**config.mk**
```make
export PLATFORM = sky130hd
export DESIGN_NAME = femto_bus_ic_flat
export DESIGN_NICKNAME = d
export VERILOG_FILES = /design/src/rtl/femto_bus_ic_if.sv /design/src/rtl/femto_bus_ic.sv /design/src/flat_wrapper.sv
export SDC_FILE = /design/constraint.sdc
export NUM_CORES = 1
export LEC_CHECK = 0
export ABC_AREA = 1
export BUFFER_PORTS_ARGS = -buffer_cell sky130_fd_sc_hd__buf_2
export CORE_AREA = 3 3 155 157
export DETAILED_ROUTE_END_ITERATION = 8
export DIE_AREA = 0 0 158 160
export PLACE_DENSITY = 0.66
export SLEW_MARGIN = 20
export SYNTH_ARGS = -nofsm -noshare
export SYNTH_HDL_FRONTEND = slang
export SYNTH_SLANG_ARGS = --single-unit
```
**constraint.sdc**
```tcl
create_clock -name clk -period 2.4 [get_ports clk]
set_clock_uncertainty 0.1 [all_clocks]
set_input_delay 0.24 -clock clk [delete_from_list [all_inputs] [get_ports clk]]
set_output_delay 0.24 -clock clk [all_outputs]
set_load 0.02 [all_outputs]
```
**src/rtl/femto_bus_ic_if.sv**
```systemverilog
// CPU-side memory bus plus the per-slave select/strobe/busy/data channels.
// slave: the interconnect's view; master: the CPU core and peripherals' view.
interface femto_bus_ic_if #(
  parameter int unsigned NSLAVES = 8
);
  logic [31:0]           mem_addr;
  logic [31:0]           mem_wdata;
  logic [3:0]            mem_wmask;
  logic                  mem_rstrb;
  logic [31:0]           mem_rdata;
  logic                  mem_rbusy;
  logic                  mem_wbusy;
  logic [NSLAVES-1:0]    s_cs;
  logic [NSLAVES-1:0]    s_rd;
  logic [NSLAVES-1:0]    s_wr;
  logic [NSLAVES*32-1:0] s_rdata;
  logic [NSLAVES-1:0]    s_rbusy;
  logic [NSLAVES-1:0]    s_wbusy;

  // Write data goes straight from the core to the slaves, so the interconnect never sees it.
  modport slave (
    input  mem_addr, mem_wmask, mem_rstrb, s_rdata, s_rbusy, s_wbusy,
    output mem_rdata, mem_rbusy, mem_wbusy, s_cs, s_rd, s_wr
  );

  modport master (
    output mem_addr, mem_wdata, mem_wmask, mem_rstrb, s_rdata, s_rbusy, s_wbusy,
    input  mem_rdata, mem_rbusy, mem_wbusy, s_cs, s_rd, s_wr
  );
endinterface

```
**src/rtl/femto_bus_ic.sv**
```systemverilog
// Memory-mapped interconnect between the FemtoRV32 core and NSLAVES peripherals:
// programmable decode, busy aggregation, busy timeout and sticky error status.
module femto_bus_ic #(
  parameter int unsigned                    NSLAVES       = 8,
  parameter int unsigned                    DEC_LO        = 16,
  parameter logic [NSLAVES*(32-DEC_LO)-1:0] SLAVE_BASE    = {16'h0044, 16'h0043, 16'h0042, 16'h0041,
                                                             16'h0040, 16'h0001, 16'h0000, 16'h0000},
  parameter logic [NSLAVES-1:0]             SLAVE_EN      = {NSLAVES{1'b1}},
  parameter int unsigned                    DEFAULT_SLAVE = 0,
  parameter int unsigned                    TIMEOUT       = 255
) (
  input  logic                clk,
  input  logic                reset,
  femto_bus_ic_if.slave       bus,
  input  logic                err_clr,
  output logic                err_valid,
  output logic [1:0]          err_code,
  output logic [31:0]         err_addr
);
  localparam int unsigned DW = 32 - DEC_LO;
  localparam int unsigned IW = (NSLAVES > 1) ? $clog2(NSLAVES) : 1;
  localparam int unsigned CW = ($clog2(TIMEOUT + 1) > 8) ? $clog2(TIMEOUT + 1) : 8;

  localparam logic [1:0] ERR_UNMAPPED = 2'b01;
  localparam logic [1:0] ERR_TIMEOUT  = 2'b10;

  typedef enum logic [1:0] {IDLE, RD_WAIT, WR_WAIT} state_t;

  state_t          state_q, state_d;
  logic [IW-1:0]   rd_idx_q, rd_idx_d, wr_idx_q, wr_idx_d;
  logic [CW-1:0]   cnt_q, cnt_d;
  logic            force_q, force_d, force_now;
  logic [31:0]     addr_q, addr_d;
  logic            hit;
  logic [IW-1:0]   hit_idx;
  logic [NSLAVES-1:0] cs, rd_stb, wr_stb;
  logic            rbusy, wbusy, sel_rbusy, sel_wbusy, wr_req;
  logic            err_set;
  logic [1:0]      err_code_d;
  logic [31:0]     err_addr_d;

  // Address decode: the lowest enabled slot whose base matches wins.
  always_comb begin
    hit     = 1'b0;
    hit_idx = '0;
    cs      = '0;
    for (int i = NSLAVES - 1; i >= 0; i--) begin
      if (SLAVE_EN[i] && (bus.mem_addr[31:DEC_LO] == SLAVE_BASE[i*DW +: DW])) begin
        hit     = 1'b1;
        hit_idx = IW'(i);
      end
    end
    if (hit) cs[hit_idx] = 1'b1;
  end

  assign sel_rbusy = bus.s_rbusy[rd_idx_q];
  assign sel_wbusy = bus.s_wbusy[wr_idx_q];
  assign wr_req    = |bus.mem_wmask;

  // Next-state, strobes, busy and error events.
  always_comb begin
    state_d    = state_q;
    rd_idx_d   = rd_idx_q;
    wr_idx_d   = wr_idx_q;
    cnt_d      = cnt_q;
    force_d    = force_q;
    force_now  = 1'b0;
    addr_d     = addr_q;
    rd_stb     = '0;
    wr_stb     = '0;
    rbusy      = 1'b0;
    wbusy      = 1'b0;
    err_set    = 1'b0;
    err_code_d = 2'b00;
    err_addr_d = bus.mem_addr;
    case (state_q)
      IDLE: begin
        if (bus.mem_rstrb) begin
          if (hit) begin
            rd_stb   = cs;
            rd_idx_d = hit_idx;
            cnt_d    = '0;
            force_d  = 1'b0;
            addr_d   = bus.mem_addr;
            state_d  = RD_WAIT;
          end else begin
            force_d    = 1'b1;
            force_now  = 1'b1;
            err_set    = 1'b1;
            err_code_d = ERR_UNMAPPED;
          end
        end else if (wr_req) begin
          if (hit) begin
            wr_stb   = cs;
            wr_idx_d = hit_idx;
            cnt_d    = '0;
            addr_d   = bus.mem_addr;
            state_d  = WR_WAIT;
          end else begin
            err_set    = 1'b1;
            err_code_d = ERR_UNMAPPED;
          end
        end
      end
      RD_WAIT: begin
        if (!sel_rbusy) begin
          state_d = IDLE;
        end else if (cnt_q == CW'(TIMEOUT)) begin
          force_d    = 1'b1;
          force_now  = 1'b1;
          err_set    = 1'b1;
          err_code_d = ERR_TIMEOUT;
          err_addr_d = addr_q;
          state_d    = IDLE;
        end else begin
          rbusy = 1'b1;
          cnt_d = cnt_q + CW'(1);
        end
      end
      WR_WAIT: begin
        if (!sel_wbusy) begin
          state_d = IDLE;
        end else if (cnt_q == CW'(TIMEOUT)) begin
          force_d    = 1'b1;
          force_now  = 1'b1;
          err_set    = 1'b1;
          err_code_d = ERR_TIMEOUT;
          err_addr_d = addr_q;
          state_d    = IDLE;
        end else begin
          wbusy = 1'b1;
          cnt_d = cnt_q + CW'(1);
        end
      end
      default: state_d = IDLE;
    endcase
  end

  always_ff @(posedge clk) begin
    if (reset) begin
      state_q  <= IDLE;
      rd_idx_q <= IW'(DEFAULT_SLAVE);
      wr_idx_q <= IW'(DEFAULT_SLAVE);
      cnt_q    <= '0;
      force_q  <= 1'b0;
      addr_q   <= '0;
    end else begin
      state_q  <= state_d;
      rd_idx_q <= rd_idx_d;
      wr_idx_q <= wr_idx_d;
      cnt_q    <= cnt_d;
      force_q  <= force_d;
      addr_q   <= addr_d;
    end
  end

  // First error wins; a clear in the same cycle as a new error lets the new one in.
  always_ff @(posedge clk) begin
    if (reset) begin
      err_valid <= 1'b0;
      err_code  <= 2'b00;
      err_addr  <= '0;
    end else if (err_set && (!err_valid || err_clr)) begin
      err_valid <= 1'b1;
      err_code  <= err_code_d;
      err_addr  <= err_addr_d;
    end else if (err_clr) begin
      err_valid <= 1'b0;
      err_code  <= 2'b00;
      err_addr  <= '0;
    end
  end

  // Strobes are suppressed while reset is held so an aborted access is never re-issued.
  assign bus.s_cs      = cs;
  assign bus.s_rd      = reset ? '0 : rd_stb;
  assign bus.s_wr      = reset ? '0 : wr_stb;
  assign bus.mem_rbusy = rbusy;
  assign bus.mem_wbusy = wbusy;
  assign bus.mem_rdata = (force_q || force_now) ? 32'h0 : bus.s_rdata[32*rd_idx_q +: 32];

endmodule
```
**src/flat_wrapper.sv**
```systemverilog
// flat-port wrapper written by rule: the top's interface ports become plain ports
module femto_bus_ic_flat 
#(
  parameter int unsigned                    NSLAVES       = 8,
  parameter int unsigned                    DEC_LO        = 16,
  parameter logic [NSLAVES*(32-DEC_LO)-1:0] SLAVE_BASE    = {16'h0044, 16'h0043, 16'h0042, 16'h0041,
                                                             16'h0040, 16'h0001, 16'h0000, 16'h0000},
  parameter logic [NSLAVES-1:0]             SLAVE_EN      = {NSLAVES{1'b1}},
  parameter int unsigned                    DEFAULT_SLAVE = 0,
  parameter int unsigned                    TIMEOUT       = 255
)
  (clk, reset, err_clr, err_valid, err_code, err_addr, bus_mem_addr, bus_mem_wmask, bus_mem_rstrb, bus_s_rdata, bus_s_rbusy, bus_s_wbusy, bus_mem_rdata, bus_mem_rbusy, bus_mem_wbusy, bus_s_cs, bus_s_rd, bus_s_wr);
  femto_bus_ic_if #(.NSLAVES(NSLAVES)) bus_i ();
  input  logic clk;
  input  logic reset;
  input  logic err_clr;
  output logic err_valid;
  output logic [1:0] err_code;
  output logic [31:0] err_addr;
  input wire logic [$bits(bus_i.mem_addr)-1:0] bus_mem_addr;
  input wire logic [$bits(bus_i.mem_wmask)-1:0] bus_mem_wmask;
  input wire logic [$bits(bus_i.mem_rstrb)-1:0] bus_mem_rstrb;
  input wire logic [$bits(bus_i.s_rdata)-1:0] bus_s_rdata;
  input wire logic [$bits(bus_i.s_rbusy)-1:0] bus_s_rbusy;
  input wire logic [$bits(bus_i.s_wbusy)-1:0] bus_s_wbusy;
  output wire logic [$bits(bus_i.mem_rdata)-1:0] bus_mem_rdata;
  output wire logic [$bits(bus_i.mem_rbusy)-1:0] bus_mem_rbusy;
  output wire logic [$bits(bus_i.mem_wbusy)-1:0] bus_mem_wbusy;
  output wire logic [$bits(bus_i.s_cs)-1:0] bus_s_cs;
  output wire logic [$bits(bus_i.s_rd)-1:0] bus_s_rd;
  output wire logic [$bits(bus_i.s_wr)-1:0] bus_s_wr;
  assign bus_i.mem_addr = bus_mem_addr;
  assign bus_i.mem_wmask = bus_mem_wmask;
  assign bus_i.mem_rstrb = bus_mem_rstrb;
  assign bus_i.s_rdata = bus_s_rdata;
  assign bus_i.s_rbusy = bus_s_rbusy;
  assign bus_i.s_wbusy = bus_s_wbusy;
  assign bus_mem_rdata = bus_i.mem_rdata;
  assign bus_mem_rbusy = bus_i.mem_rbusy;
  assign bus_mem_wbusy = bus_i.mem_wbusy;
  assign bus_s_cs = bus_i.s_cs;
  assign bus_s_rd = bus_i.s_rd;
  assign bus_s_wr = bus_i.s_wr;
  femto_bus_ic #(.NSLAVES(NSLAVES), .DEC_LO(DEC_LO), .SLAVE_BASE(SLAVE_BASE), .SLAVE_EN(SLAVE_EN), .DEFAULT_SLAVE(DEFAULT_SLAVE), .TIMEOUT(TIMEOUT)) u_core (.clk(clk), .reset(reset), .bus(bus_i), .err_clr(err_clr), .err_valid(err_valid), .err_code(err_code), .err_addr(err_addr));
endmodule
```
* Word level (Yosys, flattened, before mapping)
Index checks and enable logic that the tools add are counted.
** Operators by class
- $add $sub $neg :: 1
- Shifts and indexed selects :: 1
- Eq/ne operators :: 14
- Reductions and logical operators :: 17
- Muxes and demuxes :: 84
- Magnitude comparators :: 4
- Bitwise gates (word level) :: 1
** Operator list (count)
- 32-bit 2-to-1 mux :: 9
- 256-bit by 9-bit indexed part select with 32-bit output :: 1
- 8-bit 2-to-1 mux :: 15
- 16-bit by 7-bit == test with 1-bit output, second input constant :: 5
- 32-bit case mux with 2 select lines :: 1
- 1-bit 2-to-1 mux :: 30
- 2-bit 2-to-1 mux :: 13
- 8-bit case mux with 3 select lines :: 1
- 3-bit 2-to-1 mux :: 7
- 16-bit by 1-bit == test with 1-bit output, second input constant :: 1
- 16-bit logical NOT :: 1
- 3-bit by 4-bit < comparator with 1-bit output, second input constant :: 3
- 2-bit case mux with 3 select lines :: 2
- 4-bit AND reduction :: 3
- 1-bit case mux with 3 select lines :: 3
- 8-bit by 1-bit adder with 8-bit output, second input constant :: 1
- 8-bit == test, second input constant :: 1
- 1-bit binary-select mux with 3-bit select :: 2
- 2-bit by 1-bit != test with 1-bit output, second input constant :: 3
- 2-bit AND reduction :: 2
- 2-bit nonzero test :: 2
- 4-bit OR reduction :: 1
- 1-bit demux with 3-bit select :: 1
- 3-bit by 1-bit greater-or-equal comparator with 1-bit output, second input constant :: 1
- 11 further kinds :: 13
** Storage, ports and cells
- Bits of input ports :: 312
- Logic and storage cells :: 131
- Output and inout port bits :: 93
- Flip-flop bits (word level) :: 84

* Logic depth before layout (Yosys ltp)
Gate-level depths: netlist of run 1.
- Depth in word-level cells :: 18
- Depth in mapped cells :: 14
- Depth with buffers taken out :: 12

* Worst setup path after synthesis of run 1
OpenSTA, ideal clock, no wires.
- Path kind :: input to output
- Start :: in bus_mem_addr[30]
- End :: out bus_s_rd[0]
- Slack :: 0.249 ns
- Stages :: 9
- Buffers on the path :: 0
- Data required time :: 2.060 ns
- Arrival time :: 1.811 ns
- Cells stage by stage :: nor2_1 > nand2_1 > nor2_2 > nand2_1 > nor2_2 > nor2_4 > nand2_4 > nand3_1 > nor3_1
** On the way
- Longest elaborated chain between the ends :: 17
** Ends and longest elaborated chain
- start, declared :: RTL line flat_wrapper.sv:20 : input wire logic [$bits(bus_i.mem_addr)-1:0] bus_mem_addr;
- 16-bit by 7-bit == test with 1-bit output :: RTL line femto_bus_ic.sv:48 : if (SLAVE_EN[i] && (bus.mem_addr[31:DEC_LO] == SLAVE_BASE[i*DW +: DW])) begin
- 3-bit 2-to-1 mux (7 in a row) :: RTL line femto_bus_ic.sv:48
- 3-bit by 4-bit < comparator with 1-bit output (implied by the code) or 3-bit by 1-bit greater-or-equal comparator with 1-bit output (tied branches) :: RTL line femto_bus_ic.sv:53 : if (hit) cs[hit_idx] = 1'b1;
- 1-bit logical AND (implied by the code) :: RTL line femto_bus_ic.sv:53
- 1-bit 2-to-1 mux (implied by the code) :: RTL line femto_bus_ic.sv:53
- 1-bit demux with 3-bit select
- 8-bit 2-to-1 mux :: RTL line femto_bus_ic.sv:53
- 8-bit 2-to-1 mux * :: RTL line femto_bus_ic.sv:79 : if (hit) begin
- 8-bit 2-to-1 mux * :: RTL line femto_bus_ic.sv:78 : if (bus.mem_rstrb) begin
- 8-bit 2-to-1 mux * :: RTL line femto_bus_ic.sv:76 : case (state_q)
- 8-bit 2-to-1 mux * :: RTL line femto_bus_ic.sv:176 : assign bus.s_rd = reset ? '0 : rd_stb;
- end, declared :: RTL line flat_wrapper.sv:30 : output wire logic [$bits(bus_i.s_rd)-1:0] bus_s_rd;
Every way passes the cells marked *; elsewhere a longest branch is shown, timed or not.

* Worst setup path after layout of run 1
- Start :: reg u_core.rd_idx_q[0]
- End :: out bus_mem_rdata[29]
** On the way
- Longest elaborated chain between the ends :: 6
** Ends and longest elaborated chain
- start, declared :: RTL line femto_bus_ic.sv:30 : logic [IW-1:0] rd_idx_q, rd_idx_d, wr_idx_q, wr_idx_d;
- start signal, assigned :: RTL line femto_bus_ic.sv:142 : rd_idx_q <= IW'(DEFAULT_SLAVE);
- start signal, assigned :: RTL line femto_bus_ic.sv:149 : rd_idx_q <= rd_idx_d;
- branches (longest 5 deep; another with 256-bit by 9-bit indexed part select with 32-bit output)
- 32-bit 2-to-1 mux * :: RTL line femto_bus_ic.sv:180 : assign bus.mem_rdata = (force_q || force_now) ? 32'h0 : bus.s_rdata[32*rd_idx_q +: 32];
- end, declared :: RTL line flat_wrapper.sv:26 : output wire logic [$bits(bus_i.mem_rdata)-1:0] bus_mem_rdata;
Every way passes the cells marked *. The select of a mux whose other input is x is not followed.

==> summary.md, run 1 <==
| Metric | Value |
|---|---|
| Die Span Y | `160 um` |
| Non-Filler Instances | `1845` |
| NumNets Final | `1865` |
| Max-cap check violation count | `0` |
| Initial core utilization | `0.297` |
| Seq/Total Area, Yosys | `0.250` |
| Clk buf depth | `2` |
| Root Buffer | `clkbuf_16` |
| Area contributors post-synth | `dfxtp_1 (25%), nand2_1 (17%), nor2_1 (14%)` |
| Endpoints failing setup | `0` |
| Worst hold start | `bus_mem_addr[6]` |
| Synthesized area per cell | `5.72 um^2` |
| CP startpoint | `u_core.rd_idx_q[0]` |
| Power per standard cell area | `370 mW/mm^2` |
| Most frequent cell after synthesis | `nand2_1` |
| HP Class | `primary input to flip-flop` |
| Synth area leader | `dfxtp_1` |
| Router iterations before antenna repair | `5` |
| Number of DRC markers in iteration 0 | `818` |
| Initial antenna violation count | `17` |
| Number of remaining DRC errors | `0` |
| Share of the synthesized area in the top cell type | `0.250` |
| Vias per Instance | `5.12` |
| Boundary Pins | `405` |
| Sink Count | `84` |
| Yosys reg bits | `84` |
| Final cycle utilization of the critical path | `0.983` |
| Grt ovf | `0` |
| Total wire length | `32.5 mm` |
| Synth cell types | `36` |
| Hold Slack | `60.3 ps` |
| Crit Path Max Fanout | `8` |
| CTS Buf Count | `9` |
| Top delay family on crit path | `buffers and inverters` |
| Ys Warns | `0` |
| Global-route wire length before repair | `47.3 mm` |
| Die Wd | `158 um` |
| Worst-path cell chain | `inv_8, nand2_4, nand2_2, nand2_2, nand3_4, nand3_4, nand2_4, a21oi_4, o31ai_4, buf_6, buf_12, nor2_4, buf_6` |
| Layout cell share with drive strength beyond 1 | `0.371` |
| TritonCTS clock tree | `built` |
| Setup TNS | `0 ps` |
| Die Area | `0.0253 mm^2` |
| Place WS | `23.4 ps` |
| Buf/Inv on CP | `4` |
| Worst-Skew Late Latency | `340 ps` |
| VDD IR max | `0.000476 V` |
| Final WS setup | `41.0 ps` |
| ANT nets after route | `0` |
| Sequential Area | `0.00170 mm^2` |
| Layout area overhead | `52.6%` |
| Final Total Pwr | `0.00379 W` |
| Std cell rows | `55` |
| Final hold vios | `0` |
| Total GRT Usage | `0.234` |
| Post-layout minimum cycle time | `2360 ps` |
| Cells after DPL | `1807` |
| Max-slew violations | `0` |
| Critical path arrival | `2020 ps` |
| # port buffers | `401` |
| Slowest cell on the critical path | `dfxtp_4` |
| Synth cell count leaders | `nand2_1 (302), nor2_1 (259), a21oi_1 (112)` |
| R2R Path Start | `u_core.rd_idx_q[0]` |
| Avg WL per Cell | `17.6 um` |
| Vias in the first global route | `8718` |
| Fmax | `424 MHz` |
| Leak pwr | `5.02 nW` |
| Number of synthesized flops with an enable pin | `0` |
| CP peak stage delay | `430 ps` |
| Reg clk slew, reported paths | `70 ps` |
| Worst slew margin relative to its limit | `0.582` |
| H-tree depth | `3` |
| R2r setup slk | `210 ps` |
| Synthesized netlist cell count | `1175` |
| Multi-input gate area | `0.00490 mm^2` |
| Core area | `0.0226 mm^2` |
| Area of the mapped netlist | `0.00672 mm^2` |
| Crit path required time | `2060 ps` |
| CP Launch Type | `flip-flop` |
| RSZ-0062 raised after global routing | `yes` |
| Largest net degree at the start of global routing | `64` |
| Via count | `9438` |
| Status | `complete, no violations` |
| Asr flop ratio synth | `0` |
| Main synth FF type | `dfxtp_1` |
| GPL Wtd Cong | `0.997` |
| Slew @ Worst Pin | `626 ps` |
| Crit path kind | `flip-flop to output port` |
| # fillers | `2421` |
| Worst setup EP type | `output port` |
| Hpwl dp | `23.8 mm` |
-- area by class of cell --
| type | count | area share |
|---|---|---|
| Antenna cell | 7 | 0.00171 |
| Clock buffer | 9 | 0.0220 |
| Clock inverter | 7 | 0.00720 |
| Inverter | 59 | 0.0226 |
| Multi-Input combinational cell | 943 | 0.478 |
| Sequential cell | 84 | 0.166 |
| Tap cell | 285 | 0.0348 |
| Timing Repair Buffer | 451 | 0.268 |
-- per-layer routing --
metal  vias up  global-route usage  wire length [um]
li1       4644                   -                 -
met4        20              0.0774               980
met3        82              0.0664              3110
met5         -                   0               126
met2       427               0.388             15600
met1      4265               0.291             12700
-- sequential cells by signal, summed over array words and instances (netlist names) --
name              count
u_core.cnt_q          8
u_core.err_code       2
u_core.err_valid      1
u_core.force_q        1
u_core.rd_idx_q       3
u_core.err_addr      32
u_core.addr_q        32
u_core.wr_idx_q       3
u_core.state_q        2
-- worst paths after layout --
check | end | depth (start not counted)
max | bus_mem_rdata[29] | 13
max reg2reg | u_core.err_addr[4] | 14
min reg2reg | u_core.addr_q[30] | 2
min | u_core.addr_q[6] | 3
-- through the flow --
| stage | instance area, um^2 | util |
|---|---|---|
| after floorplan | 6730 | - |
| after global placement | 9060 | 0.400 |
| after detailed placement | 9060 | 0.400 |
| after CTS | 9880 | 0.436 |
| after global routing | 10200 | 0.453 |
| final | 10200 | 0.453 |
-- power by group --
part           leakage (nW)  total (W)  switching (W)  internal, W
Combinational          4.18   0.000908       0.000490     0.000419
Sequential            0.690    0.00145      0.0000227      0.00143
Clock                 0.147    0.00143       0.000619     0.000814
Total                  5.02    0.00379        0.00113      0.00266
-- cell families after synthesis --
kind of cell    synth area share
xor+xnor                 0.00652
flops                      0.250
other cells             0.000558
buf+inv                   0.0931
fa+ha+maj                0.00931
simple gates               0.455
compound gates             0.186
-- placed cells by master, fill, tap and decap left out, types with 7 or more instances in the layout --
cell	netlist	layout
a21oi_1	112	109
buf_12	0	7
buf_2	23	369
buf_4	3	43
buf_6	3	27
clkbuf_16	0	11
dfxtp_1	84	77
diode_2	0	7
inv_1	52	49
inv_2	6	7
nand2_1	302	294
nand2_2	2	7
nand3_1	71	62
nand3_2	5	11
nand4_1	41	41
nor2_1	259	223
nor2_2	3	15
nor2_4	1	25
nor3_1	35	33
o21ai_0	24	24
o31ai_1	31	29
o32ai_1	31	18
o32ai_2	0	13
-- repair_timing --
| action | CTS | global route |
|---|---|---|
| hold buffers | 0 | 0 |
| cloned | 2 | 2 |
| setup endpoints to repair | 32 | 61 |
| pin swaps | 5 | 15 |
| setup buffers | 7 | 6 |
| gates resized for setup | 122 | 63 |
-- worst reg2reg max path, cell delays in order, from the launching register on --
cell and delay (ps):
dfxtp_4 430, inv_8 70, nand2_1 70, nand3_2 80
nand3_4 100, nand3_4 80, nand2_4 90, buf_4 100
buf_4 90, buf_4 160, nand3_2 100, nand2_2 210
buf_12 210, nand2_1 100, a21oi_1 130
Note: power is estimated with default switching activity, not from simulation.
==> run 2: changes to the inputs <==
- CORE_AREA: 3 3 155 157 -> 2 2 158 160
- DIE_AREA: 0 0 158 160 -> 0 0 160 162
- PLACE_DENSITY: 0.66 -> 0.64
- clock period: 2.4 -> 2.9 ns (I/O delays scaled with it)
==> run 2 against run 1 <==
Effect of this change: flip-flop and latch count is the same; worst setup slack gained 59 ps; global-route usage shrank 1.2 points; largest cell class unchanged; total power shrank 19%; via count shrank 0.48%; die area grew 2.5%.
==> summary.md, run 2 (synthesized netlist as in run 1, its figures left out) <==
| Metric | Value |
|---|---|
| Status | `complete, no violations (unchanged)` |
| Post-layout minimum cycle time | `2800 ps` |
| Commonest non-fill, non-tap cell in the layout | `buf_2 (unchanged)` |
| Largest net degree at the start of global routing | `103 (was 64)` |
| NumNets Final | `1842 (was 1865)` |
| Number of remaining DRC errors | `0 (unchanged)` |
| Most Crowded Layer GR | `met2 (unchanged)` |
| GRT met1 Usage | `0.285 (was 0.291)` |
| Sink Count | `84 (unchanged)` |
| ANT nets after route | `0 (unchanged)` |
| Final Total Pwr | `0.00305 W (was 0.00379 W)` |
| Worst setup EP type | `output port (unchanged)` |
| Reg clk slew, reported paths | `70 ps (about the same)` |
| Power per standard cell area | `325 mW/mm^2 (was 370 mW/mm^2)` |
| GPL Wtd Cong | `0.982 (was 0.997)` |
| Total wire length | `31.2 mm (was 32.5 mm)` |
| Core area | `0.0241 mm^2 (was 0.0226 mm^2)` |
| Std cell rows | `57 (was 55)` |
| Final hold vios | `0 (unchanged)` |
| RSZ-0062 raised after global routing | `no (was yes)` |
| Vias in the first global route | `8490 (was 8718)` |
| Worst-Skew Late Latency | `340 ps (about the same)` |
| Hpwl dp | `22.6 mm (was 23.8 mm)` |
| Max-slew violations | `0 (unchanged)` |
| Crit Path Max Fanout | `8 (unchanged)` |
| Endpoints failing setup | `0 (unchanged)` |
| Sequential Area | `0.00169 mm^2 (was 0.00170 mm^2)` |
| Die Area | `0.0259 mm^2 (was 0.0253 mm^2)` |
| Boundary Pins | `405 (unchanged)` |
| Hold Slack | `110 ps (was 60.3 ps)` |
| Number of DRC markers in iteration 0 | `841 (was 818)` |
| Leak pwr | `4.75 nW (was 5.02 nW)` |
| Crit path required time | `2510 ps (was 2060 ps)` |
| Layout cell share with drive strength beyond 1 | `0.308 (was 0.371)` |
| Initial antenna violation count | `13 (was 17)` |
| Most numerous cell on the critical path | `nor2_1` |
| Initial core utilization | `0.279 (was 0.297)` |
| # fillers | `2712 (was 2421)` |
| Critical path arrival | `2410 ps (was 2020 ps)` |
| Top delay family on crit path | `simple AND/OR/NAND/NOR gates (was buffers and inverters)` |
| Multi-input gate area | `0.00446 mm^2 (was 0.00490 mm^2)` |
| Post-place instance area | `0.00897 mm^2 (was 0.00906 mm^2)` |
| Layout area overhead | `39.9% (was 52.6%)` |
| Met2 Use GR | `0.367 (was 0.388)` |
| Clk buf depth | `2 (unchanged)` |
| CTS Buf Count | `9 (unchanged)` |
| Max-cap check violation count | `0 (unchanged)` |
| Buf/Inv on CP | `2 (was 4)` |
| Vias per Instance | `5.04 (was 5.12)` |
| Via count | `9393 (was 9438)` |
| Global-route wire length before repair | `46.1 mm (was 47.3 mm)` |
| Most frequent cells in the layout | `buf_2 (401), nand2_1 (302), nor2_1 (258) (was buf_2 (369), nand2_1 (294), nor2_1 (223))` |
| CP peak stage delay | `370 ps (was 430 ps)` |
| Slowest cell on the critical path | `dfxtp_1 (was dfxtp_4)` |
| Fmax | `357 MHz` |
| HP Class | `primary input to flip-flop (unchanged)` |
| TritonCTS clock tree | `built (unchanged)` |
| VDD IR max | `0.000327 V (was 0.000476 V)` |
| Crit path kind | `flip-flop to output port (unchanged)` |
| Biggest regs | `u_core.addr_q x32, u_core.err_addr x32, u_core.cnt_q x8 (unchanged)` |
| H-tree depth | `3 (unchanged)` |
| Slew @ Worst Pin | `762 ps (was 626 ps)` |
| Final instance area | `0.00940 mm^2 (was 0.0102 mm^2)` |
| Root Buffer | `clkbuf_16 (unchanged)` |
| Place WS | `-4.98 ps (was 23.4 ps)` |
| Die Wd | `160 um (was 158 um)` |
| Final cycle utilization of the critical path | `0.965` |
| Worst-path cell chain | `ha_1, nand2_1, nor2_1, nand2_1, nor2_1, a21oi_4, o31ai_4, buf_4, nor2_1, buf_2 (was inv_8, nand2_4, nand2_2, nand2_2, nand3_4, nand3_4, nand2_4, a21oi_4, o31ai_4, buf_6, buf_12, nor2_4, buf_6)` |
| Grt ovf | `0 (unchanged)` |
| Worst slew margin relative to its limit | `0.492 (was 0.582)` |
| Avg WL per Cell | `16.7 um (was 17.6 um)` |
| CP Launch Type | `flip-flop (unchanged)` |
| Total GRT Usage | `0.222 (was 0.234)` |
| M3 GR Usage | `0.0429 (was 0.0664)` |
| Router iterations before antenna repair | `5 (unchanged)` |
| Die Span Y | `162 um (was 160 um)` |
| Final WS setup | `100 ps (was 41.0 ps)` |
| # port buffers | `401 (unchanged)` |
run 2: worst min-delay path, stage by stage:
cell	delay (ps)
buf_2	90
o21ai_1	60
nor2_1	80
run 2: cell type report:
class,count,area share
well taps,324,0.0431
clock inverters,6,0.00719
flip-flops and latches,84,0.180
clock buffers,10,0.0254
inverters,59,0.0241
repair buffers,427,0.244
multi-input cells,944,0.474
diodes,9,0.00240
run 2: final timing paths:
path / start / to / slack (ps) / cells after the start
setup reg to reg: u_core.rd_idx_q[0] / u_core.err_addr[14] / 260 / 12
setup / recovery: u_core.cnt_q[0] / bus_mem_rdata[2] / 100 / 10
hold reg to reg: u_core.addr_q[24] / u_core.addr_q[24] / 340 / 2
hold / removal: bus_mem_addr[6] / u_core.addr_q[6] / 110 / 3
run 2: power breakdown:
part | switching [W] | internal [W] | total, W
registers | 0.0000207 | 0.00118 | 0.00120
logic | 0.000367 | 0.000287 | 0.000654
clock network | 0.000496 | 0.000698 | 0.00119
run 2: per-stage QoR:
stage	util	cells	setup TNS, ps
floorplan	-	1177	0
global placement	0.372	1835	0
detailed placement	0.372	1835	-4.98
CTS	0.387	1853	0
global route	0.390	1863	0
finish	0.390	1863	0
run 2: repair_timing:
item	in CTS	in global routing
endpoints found under the setup margin	29	19
gates cloned	1	1
gates resized for setup	4	3
pin swaps	1	0
hold buffers	0	0
buffers inserted	1	0
run 2: routing by layer:
layer / vias up / share of wire
met1: 4315 / 0.42
li1: 4612 / -
met3: 60 / 0.073
met4: 8 / 0.033
met5: - / 0.0015
met2: 398 / 0.47
==> run 3: changes to the inputs <==
- CORE_AREA: 2 2 158 160 -> 2 2 156 158
- CTS_BUF_LIST: unset -> sky130_fd_sc_hd__clkbuf_8
- DIE_AREA: 0 0 160 162 -> 0 0 158 160
- PLACE_DENSITY: 0.64 -> 0.65
==> run 3 against run 2 <==
Effect of this change: worst hold slack worse by 27 ps; clock-buffer cell count stayed put; highest routed layer unchanged; flip-flop and latch count did not move; largest cell class unchanged; register-to-register slack improved by 100 ps; cell area down 0.61%.
==> summary.md, run 3 (synthesized netlist as in run 1, its figures left out) <==
| Metric | Value |
|---|---|
| Layout cell share with drive strength beyond 1 | `0.311 (was 0.308)` |
| Place WS | `15.2 ps (was -4.98 ps)` |
| Root Buffer | `clkbuf_8 (was clkbuf_16)` |
| Boundary Pins | `405 (unchanged)` |
| Slew @ Worst Pin | `733 ps (was 762 ps)` |
| Crit Path Max Fanout | `11 (was 8)` |
| Setup TNS | `0 ps (unchanged)` |
| Avg WL per Cell | `16.2 um (was 16.7 um)` |
| Grt ovf | `0 (unchanged)` |
| Via count | `9442 (was 9393)` |
| Die Wd | `158 um (was 160 um)` |
| Crit path required time | `2510 ps (about the same)` |
| # port buffers | `401 (unchanged)` |
| Most frequent cells in the layout | `buf_2 (401), nand2_1 (302), nor2_1 (257) (was buf_2 (401), nand2_1 (302), nor2_1 (258))` |
| Cells on worst reg2reg path | `12 (unchanged)` |
| CTS Buf Count | `9 (unchanged)` |
| Vias in the first global route | `8459 (was 8490)` |
| Std cell rows | `57 (unchanged)` |
| R2r setup slk | `360 ps (was 260 ps)` |
| Hpwl dp | `21.9 mm (was 22.6 mm)` |
| Die Area | `0.0253 mm^2 (was 0.0259 mm^2)` |
| Max-cap check violation count | `0 (unchanged)` |
| Hold Buf Count CTS | `0 (unchanged)` |
| Largest net degree at the start of global routing | `115 (was 103)` |
| R2R Path Start | `u_core.rd_idx_q[0] (unchanged)` |
| Router iterations before antenna repair | `5 (unchanged)` |
| Initial antenna violation count | `14 (was 13)` |
| Power per standard cell area | `294 mW/mm^2 (was 325 mW/mm^2)` |
| TritonCTS clock tree | `built (unchanged)` |
| End of the critical path | `bus_mem_rdata[26] (was bus_mem_rdata[2])` |
| Hold Slack | `83.5 ps (was 110 ps)` |
| Final WS setup | `134 ps (was 100 ps)` |
| Initial core utilization | `0.282 (was 0.279)` |
| Sink Count | `84 (unchanged)` |
| Endpoints failing setup | `0 (unchanged)` |
| Critical path arrival | `2380 ps (was 2410 ps)` |
| Status | `complete, no violations (unchanged)` |
| Commonest non-fill, non-tap cell in the layout | `buf_2 (unchanged)` |
| Crit path kind | `flip-flop to output port (unchanged)` |
| VDD IR max | `0.000290 V (was 0.000327 V)` |
| Final cycle utilization of the critical path | `0.954 (was 0.965)` |
| Total GRT Usage | `0.223 (was 0.222)` |
| Leak pwr | `4.73 nW (was 4.75 nW)` |
| Final hold vios | `0 (unchanged)` |
| Max-slew violations | `0 (unchanged)` |
| Reg clk slew, reported paths | `100 ps (was 70 ps)` |
| R2r endpoint | `u_core.err_addr[5] (was u_core.err_addr[14])` |
| Worst setup EP type | `output port (unchanged)` |
| Die Span Y | `160 um (was 162 um)` |
| Core area | `0.0238 mm^2 (was 0.0241 mm^2)` |
| ANT nets after route | `0 (unchanged)` |
| Vias per Instance | `5.04 (about the same)` |
| CP startpoint | `u_core.cnt_q[0] (unchanged)` |
| Clk buf depth | `2 (unchanged)` |
| Global-route wire length before repair | `44.9 mm (was 46.1 mm)` |
| Number of remaining DRC errors | `0 (unchanged)` |
| Layout area overhead | `39.0% (was 39.9%)` |
| Biggest regs | `u_core.addr_q x32, u_core.err_addr x32, u_core.cnt_q x8 (unchanged)` |
| Worst slew margin relative to its limit | `0.511 (was 0.492)` |
| Worst-Skew Late Latency | `360 ps (was 340 ps)` |
| Total wire length | `30.4 mm (was 31.2 mm)` |
| Worst hold path depth | `3 (unchanged)` |
| RSZ-0062 raised after global routing | `no (unchanged)` |
| Post-layout minimum cycle time | `2770 ps (was 2800 ps)` |
| NumNets Final | `1849 (was 1842)` |
| Number of DRC markers in iteration 0 | `840 (was 841)` |
| GPL Wtd Cong | `0.973 (was 0.982)` |
| # fillers | `2689 (was 2712)` |
| H-tree depth | `3 (unchanged)` |
| CP Launch Type | `flip-flop (unchanged)` |
| Fmax | `361 MHz (was 357 MHz)` |
| HP Class | `primary input to flip-flop (unchanged)` |
## run 3: cell types whose count changed in the layout (fill, tap and decap cells not counted), sizes merged
| cell | delta |
|---|---|
| diode | +3 |
| clkbuf | -1 |
| clkinv | -1 |
| buf | +8 |
| clkinvlp | +1 |
## run 3: stage by stage
stage | util | area (um^2) | power (W) | std cells
final | 0.392 | 9340 | 0.00274 | 1873
after global placement | 0.377 | 8990 | 0.00187 | 1837
after floorplan | - | 6730 | 0.00154 | 1177
after global routing | 0.392 | 9330 | 0.00288 | 1869
after CTS | 0.389 | 9270 | 0.00276 | 1858
after detailed placement | 0.377 | 8990 | 0.00187 | 1837
## run 3: worst min-delay path by stage
stage                            startpoint  slack [ps]           endpoint
after floorplan           u_core.addr_q[19]         320  u_core.addr_q[19]
after global placement    u_core.addr_q[25]         330  u_core.addr_q[25]
after detailed placement  u_core.addr_q[26]         330  u_core.addr_q[26]
after CTS                   bus_mem_addr[7]          60   u_core.addr_q[7]
after global routing        bus_mem_addr[1]          80   u_core.addr_q[1]
final                       bus_mem_addr[6]          80   u_core.addr_q[6]
## run 3: final cells by class
| type | instances | area (um^2) | area share |
|---|---|---|---|
| antenna | 12 | 30.0 | 0.00322 |
| clock buffer | 10 | 138 | 0.0147 |
| clock inverter | 6 | 65.1 | 0.00697 |
| inverter | 59 | 226 | 0.0243 |
| multi-input combinational | 944 | 4460 | 0.478 |
| sequential | 84 | 1690 | 0.181 |
| tap | 324 | 405 | 0.0434 |
| timing repair buffer | 434 | 2320 | 0.249 |
## run 3: report_power, final
group / switching [W] / internal [W] / leakage, nW
Sequential: 0.0000199 / 0.00118 / 0.687
Combinational: 0.000370 / 0.000297 / 3.94
Clock: 0.000451 / 0.000423 / 0.107
## run 3: metal layers
layer,part of all wire,global-route usage
met2,0.47,0.362
met5,0.0019,0
met1,0.42,0.285
met3,0.091,0.0535
met4,0.025,0.0835
## run 3: critical path, stage by stage (launching register included)
cell     delay (ps)
dfxtp_1         380
ha_1            180
nand2_1          90
nor2_1          160
nand2_1         170
nor2_2          260
a21oi_4         110
buf_4           160
o31ai_4         170
nor2_1          120
buf_2           190
## run 3: what timing repair did
item / 4_1_cts / 5_1_grt
resized for setup: 5 / 3
cloned: 1 / 0
buffers inserted: 4 / 3
pin swaps: 1 / 1
setup endpoints to repair: 27 / 23
